==> src/rtl/cpu_pkg.sv <==
// Shared types and constants for the register-file write front end.
package cpu_pkg;

  // Load transfer size; encoding 3 is treated as a word by consumers.
  typedef enum logic [1:0] {
    SZ_BYTE = 2'd0,
    SZ_HALF = 2'd1,
    SZ_WORD = 2'd2
  } ld_size_t;

  // Number of consecutive lost contended cycles before the ALU is forced through.
  localparam logic [1:0] STARVE_LIMIT = 2'd3;

endpackage

==> src/rtl/regfile_scoreboard.sv <==
// Pending-write scoreboard: one bit per register, set when decode reserves a
// destination, cleared on the same edge the register file captures the write.
// Register 0 is never reserved and always reports not busy.
module regfile_scoreboard #(
  parameter int M = 2
) (
  input  logic         clk,
  input  logic         rst,
  input  logic         issue_valid_i,
  input  logic [M-1:0] issue_rd_i,
  output logic         issue_ready_o,
  input  logic         commit_i,
  input  logic [M-1:0] commit_rd_i,
  input  logic [M-1:0] q_r1_i,
  input  logic [M-1:0] q_r2_i,
  output logic         busy1_o,
  output logic         busy2_o
);

  localparam int R = 1 << M;

  logic [R-1:0] pending_q;
  logic [R-1:0] pending_d;
  logic         issue_fire;

  // A second reservation of a register already in flight must wait.
  assign issue_ready_o = !pending_q[issue_rd_i] || (issue_rd_i == '0);
  assign issue_fire    = issue_valid_i && issue_ready_o && (issue_rd_i != '0);

  assign busy1_o = (q_r1_i != '0) && pending_q[q_r1_i];
  assign busy2_o = (q_r2_i != '0) && pending_q[q_r2_i];

  // Next pending state: apply the commit clear first, then the new reservation.
  always_comb begin
    pending_d = pending_q;
    if (commit_i) begin
      pending_d[commit_rd_i] = 1'b0;
    end else begin
      pending_d = pending_q;
    end
    if (issue_fire) begin
      pending_d[issue_rd_i] = 1'b1;
    end else begin
      pending_d[0] = pending_d[0];
    end
  end

  // Pending array register; reset drops every reservation.
  always_ff @(posedge clk) begin
    if (rst) begin
      pending_q <= '0;
    end else begin
      pending_q <= pending_d;
    end
  end

endmodule

==> src/rtl/regfile_writer.sv <==
// Write-port front end for the register file: arbitrates ALU and load results
// onto one registered masked write port, aligning partial loads into their lane.
// Optional scoreboard enabled by defining REGFILE_WRITER_SCOREBOARD_EN.
module regfile_writer
  import cpu_pkg::*;
#(
  parameter  int N  = 32,
  parameter  int M  = 2,
  localparam int OW = $clog2(N / 8)
) (
  input  logic          clk,
  input  logic          rst,
  input  logic          alu_valid,
  output logic          alu_ready,
  input  logic [M-1:0]  alu_rd,
  input  logic [N-1:0]  alu_data,
  input  logic          ld_valid,
  output logic          ld_ready,
  input  logic [M-1:0]  ld_rd,
  input  logic [1:0]    ld_size,
  input  logic [OW-1:0] ld_off,
  input  logic [N-1:0]  ld_data,
  input  logic          issue_valid,
  output logic          issue_ready,
  input  logic [M-1:0]  issue_rd,
  input  logic [M-1:0]  q_r1,
  input  logic [M-1:0]  q_r2,
  output logic          busy1,
  output logic          busy2,
  output logic          wf,
  output logic [M-1:0]  w1,
  output logic [N-1:0]  w,
  output logic [N-1:0]  mask
);

  logic [1:0]    starve_q, starve_d;
  logic          wf_q, wf_d;
  logic [M-1:0]  w1_q, w1_d;
  logic [N-1:0]  w_q, w_d;
  logic [N-1:0]  mask_q, mask_d;

  logic          override;
  logic          ld_acc;
  logic          alu_acc;
  logic [OW-1:0] lane_off;
  logic [N-1:0]  lane_base;
  logic [OW+2:0] lane_shift;
  logic [N-1:0]  ld_mask;
  logic [N-1:0]  ld_w;

  // Loads normally win; a starved ALU with a pending result is forced through.
  assign override  = alu_valid && (starve_q == STARVE_LIMIT);
  assign ld_ready  = !override;
  assign alu_ready = !ld_valid || override;
  assign ld_acc    = ld_valid && ld_ready;
  assign alu_acc   = alu_valid && alu_ready;

  // Lane offset and unshifted mask for the load size (half ignores offset bit 0).
  always_comb begin
    lane_off  = '0;
    lane_base = '0;
    case (ld_size_t'(ld_size))
      SZ_BYTE: begin
        lane_off  = ld_off;
        lane_base = {{(N-8){1'b0}}, 8'hFF};
      end
      SZ_HALF: begin
        lane_off  = {ld_off[OW-1:1], 1'b0};
        lane_base = {{(N-16){1'b0}}, 16'hFFFF};
      end
      default: begin
        lane_off  = '0;
        lane_base = '1;
      end
    endcase
  end

  assign lane_shift = {lane_off, 3'b000};
  assign ld_mask    = lane_base << lane_shift;
  assign ld_w       = (ld_data << lane_shift) & ld_mask;

  // Starvation counter: counts ALU losses to loads, clears when the ALU is taken.
  always_comb begin
    starve_d = starve_q;
    if (alu_acc) begin
      starve_d = 2'd0;
    end else if (alu_valid && ld_acc) begin
      starve_d = starve_q + 2'd1;
    end else begin
      starve_d = starve_q;
    end
  end

  // Next write-port contents; rd = 0 is consumed without raising the strobe.
  always_comb begin
    wf_d   = 1'b0;
    w1_d   = w1_q;
    w_d    = w_q;
    mask_d = mask_q;
    if (ld_acc) begin
      wf_d   = (ld_rd != '0);
      w1_d   = ld_rd;
      w_d    = ld_w;
      mask_d = ld_mask;
    end else if (alu_acc) begin
      wf_d   = (alu_rd != '0);
      w1_d   = alu_rd;
      w_d    = alu_data;
      mask_d = '1;
    end else begin
      wf_d = 1'b0;
    end
  end

  // Output stage and arbitration state; reset drops any transfer in flight.
  always_ff @(posedge clk) begin
    if (rst) begin
      starve_q <= 2'd0;
      wf_q     <= 1'b0;
      w1_q     <= '0;
      w_q      <= '0;
      mask_q   <= '0;
    end else begin
      starve_q <= starve_d;
      wf_q     <= wf_d;
      w1_q     <= w1_d;
      w_q      <= w_d;
      mask_q   <= mask_d;
    end
  end

  assign wf   = wf_q;
  assign w1   = w1_q;
  assign w    = w_q;
  assign mask = mask_q;

`ifdef REGFILE_WRITER_SCOREBOARD_EN
  regfile_scoreboard #(.M(M)) u_scoreboard (
    .clk           (clk),
    .rst           (rst),
    .issue_valid_i (issue_valid),
    .issue_rd_i    (issue_rd),
    .issue_ready_o (issue_ready),
    .commit_i      (wf_q),
    .commit_rd_i   (w1_q),
    .q_r1_i        (q_r1),
    .q_r2_i        (q_r2),
    .busy1_o       (busy1),
    .busy2_o       (busy2)
  );
`else
  logic unused_sb_inputs;

  // Scoreboard ports kept for pin compatibility only.
  assign unused_sb_inputs = ^{issue_valid, issue_rd, q_r1, q_r2};
  assign issue_ready      = 1'b1;
  assign busy1            = 1'b0;
  assign busy2            = 1'b0;
`endif

endmodule

==> config.mk <==
export PLATFORM = sky130hd
export DESIGN_NAME = regfile_writer
export DESIGN_NICKNAME = d
export VERILOG_FILES = /design/src/rtl/cpu_pkg.sv /design/src/rtl/regfile_scoreboard.sv /design/src/rtl/regfile_writer.sv
export SDC_FILE = /design/constraint.sdc
export NUM_CORES = 1
export LEC_CHECK = 0
export CAP_MARGIN = 0
export CORE_MARGIN = 2
export CORE_UTILIZATION = 41
export CTS_CLUSTER_DIAMETER = 50
export DETAILED_ROUTE_END_ITERATION = 10
export HOLD_SLACK_MARGIN = 0.03
export PLACE_DENSITY_LB_ADDON = 0.12
export SYNTH_ARGS = -nofsm -noshare
export SYNTH_HDL_FRONTEND = slang
export SYNTH_HIERARCHICAL = 1
export SYNTH_SLANG_ARGS = --single-unit
==> constraint.sdc <==
create_clock -name clk -period 2.6 [get_ports clk]
set_input_delay 0.78 -clock clk [delete_from_list [all_inputs] [get_ports clk]]
set_output_delay 0.78 -clock clk [all_outputs]
set_load 0.03 [all_outputs]
# After elaboration in Yosys (flattened, before gate mapping)
# Cells that the tools add are included.
# W data, S select, Z words.
dict set report classes {
  add_sub_neg 1
  muxes 10
  eq_ne 2
  bitwise 1
  reduce_logical 12
  n_shift 2
}
# op count
set ops {}
lappend ops {{$mux W32} 4}
lappend ops {{$pmux W32 S2} 1}
lappend ops {{$shl A32 B5 Y32} 2}
lappend ops {{$and A32 B32 Y32} 1}
lappend ops {{$reduce_bool A2 Y1} 3}
lappend ops {{$logic_and A1 B1 Y1} 4}
lappend ops {{$mux W2} 2}
lappend ops {{$pmux W2 S2} 1}
lappend ops {{$add A2 B1 Y2 const B} 1}
lappend ops {{$eq A2 B1 Y1 const B} 1}
lappend ops {{$eq A2 B2 Y1 const B} 1}
lappend ops {{$logic_not A1 Y1} 2}
lappend ops {{$logic_not A2 Y1} 1}
lappend ops {{$mux W1} 2}
lappend ops {{$reduce_or A2 Y1} 1}
lappend ops {{$logic_or A1 B1 Y1} 1}
dict set report totals {
  out_inout_bits 72
  in_bits 83
  regBits 69
  elab_cells 33
}

# Depth between registers and ports, before layout
# Gate-level depths: netlist of run 1.
dict set report logic_depth {
  ltp_word 6
  mapped_depth 6
}

# Least setup slack after synthesis of run 1
# No wires, ideal clock.
dict set report synth_path {
  path_kind {input to output}
  start {in ld_valid}
  end {out alu_ready}
  path_slack_ps 346
  path_stages 3
  required_ps 1820
  path_buffers 1
  arrival_ps 1474
  cell_sequence {a21boi_2 inv_2 clkbuf_1}
}
dict set report synth_between {
  elab_chain_len 2
}
# item line_no
set synth_lines {}
lappend synth_lines {{start: declaration} regfile_writer.sv:17} ;# input logic ld_valid,
lappend synth_lines {{$logic_not A1 Y1} regfile_writer.sv:54} ;# assign alu_ready = !ld_valid || override;
lappend synth_lines {{$logic_or A1 B1 Y1} regfile_writer.sv:54}
lappend synth_lines {{end: declaration} regfile_writer.sv:14} ;# output logic alu_ready,
# Every way passes these cells.

# Worst setup path in the final report of run 1
# Ends and elaborated chain as after synthesis.

==> results of run 1 <==
final cells by class:
class                           count  share of cell area (%)
Clock inverter                      1                   0.736
Inverter                           11                    1.01
Tap cell                           77                    2.36
Timing Repair Buffer              164                    39.2
Clock buffer                        7                    2.11
Sequential cell                    41                    20.1
Multi-Input combinational cell    229                    34.5
power by group through the flow:
stage	Combinational, mW	Clock [mW]	Sequential (mW)
final	0.701	0.551	0.708
after floorplan	0.316	0	0.808
after CTS	0.702	0.550	0.708
after global routing	0.745	0.576	0.716
after global placement	0.694	0	0.721
after detailed placement	0.699	0	0.723
routing by layer:
metal / part of all wire (%) / up-vias / routed length, µm / GRT usage (%)
li1: - / 1426 / - / -
met1: 46 / 1399 / 4040 / 34.4
met2: 46 / 130 / 4060 / 40.6
met3: 6.7 / 11 / 587 / 3.76
met4: 1.4 / 0 / 119 / 6.30
met5: 0 / - / 0 / 0
registers in the layout (all words and copies together), names as in the netlist:
register	flops
mask	4
starve_q	2
w1	2
w	32
wf	1
final timing paths:
| kind | cells past startpoint | slack [ns] | from | endpoint |
|---|---|---|---|---|
| setup reg to reg | 6 | 0.77 | starve_q[0] | w[30] |
| hold reg to reg | 2 | 0.46 | starve_q[1] | starve_q[1] |
| setup / recovery | 4 | 0.11 | ld_valid | alu_ready |
| hold / removal | 2 | 0.46 | starve_q[1] | starve_q[1] |
Yosys cell counts:
library cell and number:
or2_2 1, dfxtp_1 41, o21bai_1 7, a221o_1 5, nand4_1 1, a21o_1 8, nor3_1 2, o21a_1 1
o221ai_1 1, o22ai_1 9, conb_1 2, or3_1 11, o21ai_0 33, buf_1 4, a21boi_2 1, nor2_1 24
clkbuf_1 16, buf_2 6, a311o_1 2, o21ba_2 1, o32ai_1 10, mux2i_1 7, nor3b_1 1, inv_1 10
a221oi_1 1, inv_2 1, buf_4 34, a31o_2 1, a211oi_1 24, nor3b_2 1, nand3_1 9, ha_1 1
nand2b_1 11, a21oi_1 19, nand2_1 18, o21ai_1 3, a22oi_1 11, nor2b_1 2
through the flow:
step	setup TNS (ns)	hold WS, ns	util [%]
2_1_floorplan	0	0.436	-
4_1_cts	0	0.461	65.0
6_report	0	0.460	65.0
5_1_grt	0	0.505	65.0
3_3_place_gp	-0.174	0.443	63.2
3_5_place_dp	-0.583	0.451	63.2
logic make-up (layout without fill, tap and decap cells):
logic type	count (synthesis)	after routing	share of synthesized area, %
AND/OR/NAND/NOR	81	81	15.0
buffers and inverters	71	183	15.3
flip-flops	41	41	31.2
adder cells (fa/ha/maj)	1	1	0.476
AO/OA/AOI/OAI	137	137	35.0
multiplexers	7	7	2.67
other	2	3	0.286
worst max-delay path, cell delays in order:
cell and delay (ns):
clkdlybuf4s50_1 0.49, a21boi_2 0.20, inv_2 0.07, buf_4 0.17
==> results.md, run 1 <==
* Placed insts at 522
* Pin count of the biggest net entering global routing at 31
* Die height at 84.1 µm
* Crit Path Max Fanout at 3
* Cell accounting for the most synthesized area: dfxtp_1
* GPL Wtd Cong at 0.887
* Worst VDD drop at 0.309 mV
* Synth warnings at 6
* Commonest non-fill, non-tap cell in the layout: clkdlybuf4s50_1
* Total Routing Usage GR at 24.9%
* TritonCTS buffer count at 5
* Die width at 84.1 µm
* Layout cells sized above 1 at 7.73%
* Clock Path Buffers at 2
* RSZ-0062 raised after global routing: no
* # setup viols final at 0
* Port Buffers at 144
* CP startpoint kind: primary input
* # H-tree levels at 2
* Relative slew slack at 41.3%
* Final Instance Count excl. Fillers at 530
* Core Box Area at 6280 µm²
* Hold Vio Cnt, Final at 0
* Post-route DRC at 0
* Placed Area at 3970 µm²
* Nets at 536
* Multi-input gate area at 1410 µm²
* Clk sinks at 41
* Clock skew at 0.00193 ns
* Post-synth top area share at 31.2%
* Sequential power share at 36.1%
* First-pass GRT wire length at 14,300 µm
* CTS tree: yes
* Vias at 2,966
* Post-cts resize count at 0
* Final period util at 95.7%
* FP Rows at 29
* Leakage at 1.54 nW
* Starting density of the core at 41.9%
* Crit path DAT at 1.71 ns
* Dpl hpwl at 6520 µm
* Total grt overflow at 0
* Initial antenna violation count at 0
* Worst-margin pin slew at 0.877 ns
* Most frequent cells in the layout: clkdlybuf4s50_1 (142), dfxtp_1 (41), o21ai_0 (33)
* Cell count after synthesis at 340
* Fill cell count at 581
* Yosys reg bits at 41
* Post-CTS Setup Bufs at 0
* Synth-to-Final Area Change at 55.4%
* DRC violation total after the first TritonRoute iteration at 150
* Post-synthesis sequential area ratio at 31.2%
* Post-DR wirelength/cell at 16.6 µm
* Vias per cell at 5.60
* WL final at 8810 µm
* Max Clock Freq at 402 MHz
* Die area at 7070 µm²
* I/O pin count at 155
* Post-Place Setup Slack at -0.0856 ns
* Crit path required time at 1.82 ns
* Synthesized cell area at 2630 µm²
* Clk_lat worst skew at 0.30 ns
* Sw Ratio at 32.8%
* Fin worst setup slack at 0.112 ns
* Root Buffer: clkbuf_8
* CP Capture Type: primary output
* Pwr/cell area at 480 nW/µm²
* Design Power at 1.96 mW
* Vias in the first global route at 2,801
* WS Path Type: primary input to primary output
* Seq. cell area at 821 µm²
* P_sw at 642 µW
* Syn_area_per_cell at 7.73 µm²
* Status: complete, no violations
* Fin area at 4080 µm²
* Clock power frac at 28.1%
* Cell variety after synth at 38
* Hold Crit Class: register to register
* Max capacitance violation total at 0
* Area contributors post-synth: dfxtp_1 (31%), buf_4 (9.7%), a211oi_1 (6.9%)
* Power share of the combinational group at 35.8%
* Fin. max-slew vios at 0
* Hold_buf cts at 0
* Tmin final at 2.49 ns
* First-pass iteration count of the detailed router at 5
* Internal power at 1.32 mW
* CTS clk-pin slew, worst paths at 0.08 ns
* Post-DRT Antenna Nets at 0
* ANT cells at 0
Note: power is estimated with default switching activity, not from simulation.
==> inputs of run 2 (changes only) <==
--- a/config.mk
+++ b/config.mk
@@ -6,9 +6,10 @@
 export NUM_CORES = 1
 export LEC_CHECK = 0
 export CAP_MARGIN = 0
+export CELL_PAD_IN_SITES_DETAIL_PLACEMENT = 0
+export CELL_PAD_IN_SITES_GLOBAL_PLACEMENT = 2
 export CORE_MARGIN = 2
-export CORE_UTILIZATION = 41
-export CTS_CLUSTER_DIAMETER = 50
+export CORE_UTILIZATION = 21
 export DETAILED_ROUTE_END_ITERATION = 10
 export HOLD_SLACK_MARGIN = 0.03
 export PLACE_DENSITY_LB_ADDON = 0.12
==> run 2 against run 1 <==
Utilization down 30 points. Final cell count up 18%. First-iteration DRC count down 45%. Sequential power about the same. Register-to-register slack worse by 0.24 ns. Maximum frequency down 2.2%. Routed wire length up 25%. Hold slack better by 0.0073 ns. Clock skew up 0.0019 ns. Global-route usage down 8.5 points. Setup slack worse by 0.057 ns. Largest cell class unchanged. Largest power group is now combinational logic. Highest routed layer unchanged.
==> results.md, run 2 (same netlist as run 1, synthesis figures left out) <==
* CTS clk-pin slew, worst paths at 0.06 ns (-0.02 ns)
* Vias in the first global route at 3,001 (+7.1%)
* Crit path required time at 1.82 ns (about the same)
* Commonest non-fill, non-tap cell in the layout: clkdlybuf4s50_1
* Status: complete, no violations
* Pwr/cell area at 489 nW/µm² (+1.8%)
* Hold_buf cts at 0 (unchanged)
* GRT busiest layer: met2
* GPL Wtd Cong at 0.790 (-11%)
* Most frequent cells in the layout: clkdlybuf4s50_1 (141), dfxtp_1 (41), o21ai_0 (33)
* Hold Crit Class: register to register
* Worst VDD drop at 0.201 mV (-35%)
* Relative slew slack at 43.1% (+1.8 points)
* First-pass iteration count of the detailed router at 4 (-1)
* Post-DRT Antenna Nets at 0 (unchanged)
* # H-tree levels at 2 (unchanged)
* FP Rows at 40 (+38%)
* Met3 usage at 2.88% (-0.88 points)
* CP startpoint kind: primary input
* Vias at 2,934 (-1.1%)
* Clock skew at 0.00378 ns (+0.00185 ns)
* # setup viols final at 0 (unchanged)
* Fin area at 4260 µm² (+4.2%)
* Core Box Area at 12,100 µm² (+93%)
* Pin count of the biggest net entering global routing at 32 (+3.2%)
* Die height at 116 µm (+38%)
* Hold Vio Cnt, Final at 0 (unchanged)
* Nets at 539 (+0.56%)
* Vias per cell at 4.70 (-16%)
* Fin. max-slew vios at 0 (unchanged)
* Worst-margin pin slew at 0.851 ns (-0.0265 ns)
* Hold Slack at 0.468 ns (+0.00725 ns)
* Initial antenna violation count at 0 (unchanged)
* Leakage at 1.58 nW (+2.5%)
* Root Buffer: clkbuf_16
* Tmin final at 2.54 ns (+0.0568 ns)
* Die area at 13,400 µm² (+90%)
* Fin util at 35.1% (-30 points)
* CP Capture Type: primary output
* Routing usage on met1 at 21.9% (-13 points)
* First-pass GRT wire length at 16,900 µm (+18%)
* Crit path DAT at 1.76 ns (+0.05 ns)
* Total grt overflow at 0 (unchanged)
* TNS Setup at 0 ns (unchanged)
* Clk sinks at 41 (unchanged)
* Post-DR wirelength/cell at 17.7 µm (+6.6%)
* TritonCTS buffer count at 5 (unchanged)
* Max Clock Freq at 393 MHz (-2.2%)
* WS Path Type: primary input to primary output
* Max capacitance violation total at 0 (unchanged)
* Placed insts at 616 (+18%)
* Layout cells sized above 1 at 8.77% (+1.0 points)
* Placed Area at 4100 µm² (+3.4%)
* Clock Path Buffers at 2 (unchanged)
* Port Buffers at 144 (unchanged)
* Starting density of the core at 21.7% (-20 points)
* Final period util at 97.9% (+2.2 points)
* Crit Path Max Fanout at 12 (+9)
* Total Routing Usage GR at 16.5% (-8.5 points)
* Number of flip-flops in the largest register at 32 (unchanged)
* Post-route DRC at 0 (unchanged)
* Clk_lat worst skew at 0.28 ns (-0.02 ns)
* I/O pin count at 155 (unchanged)
* CTS tree: yes
* WL final at 11,100 µm (+25%)
* DRC violation total after the first TritonRoute iteration at 82 (-45%)
* Synth-to-Final Area Change at 62.0%
* Final Instance Count excl. Fillers at 624 (+18%)
* Dpl hpwl at 8300 µm (+27%)
* Die width at 116 µm (+38%)
* Routing usage on met2 at 27.6% (-13 points)
* ANT cells at 0 (unchanged)
run 2: timing repair:
action                                  CTS  global route
buffers inserted                          0             0
endpoints found under the setup margin    1             2
resized for setup                         3             3
cloned                                    0             0
run 2: layout make-up:
cell class | instances | area, µm²
sequential | 41 | 821
clock inverter | 2 | 13.8
tap | 168 | 210
fill | 1313 | 7860
multi-input combinational | 229 | 1420
clock buffer | 6 | 139
timing repair buffer | 167 | 1610
inverter | 11 | 41.3
run 2: per-layer routing:
| metal | vias to the layer above | share of wire [%] |
|---|---|---|
| li1 | 1438 | - |
| met1 | 1387 | 46 |
| met2 | 101 | 47 |
| met3 | 8 | 5.6 |
| met4 | 0 | 1.1 |
| met5 | - | 0 |
run 2: report_power, final:
group          internal [mW]  total [mW]  switching, mW
Sequential             0.675       0.710         0.0349
Clock                  0.382       0.650          0.267
Combinational          0.333       0.719          0.386
Total                   1.39        2.08          0.689
run 2: worst paths after layout:
| kind | start | end | slack (ns) | cells after the start |
|---|---|---|---|---|
| setup / recovery | alu_valid | ld_ready | 0.06 | 4 |
| hold / removal | starve_q[1] | starve_q[1] | 0.47 | 2 |
| setup reg to reg | starve_q[0] | w[22] | 0.53 | 6 |
| hold reg to reg | starve_q[1] | starve_q[1] | 0.47 | 2 |
run 2: critical path, cell delays in order:
cell	delay [ns]
clkdlybuf4s50_1	0.53
buf_4	0.21
nand2_1	0.07
buf_4	0.17
run 2: stage by stage:
step                total power, mW  setup WS [ns]
floorplan                      1.12          0.346
finish                         2.08         0.0555
global placement               1.45         -0.296
global route                   2.18       -0.00691
detailed placement             1.45         -0.295
CTS                            2.11        0.00888
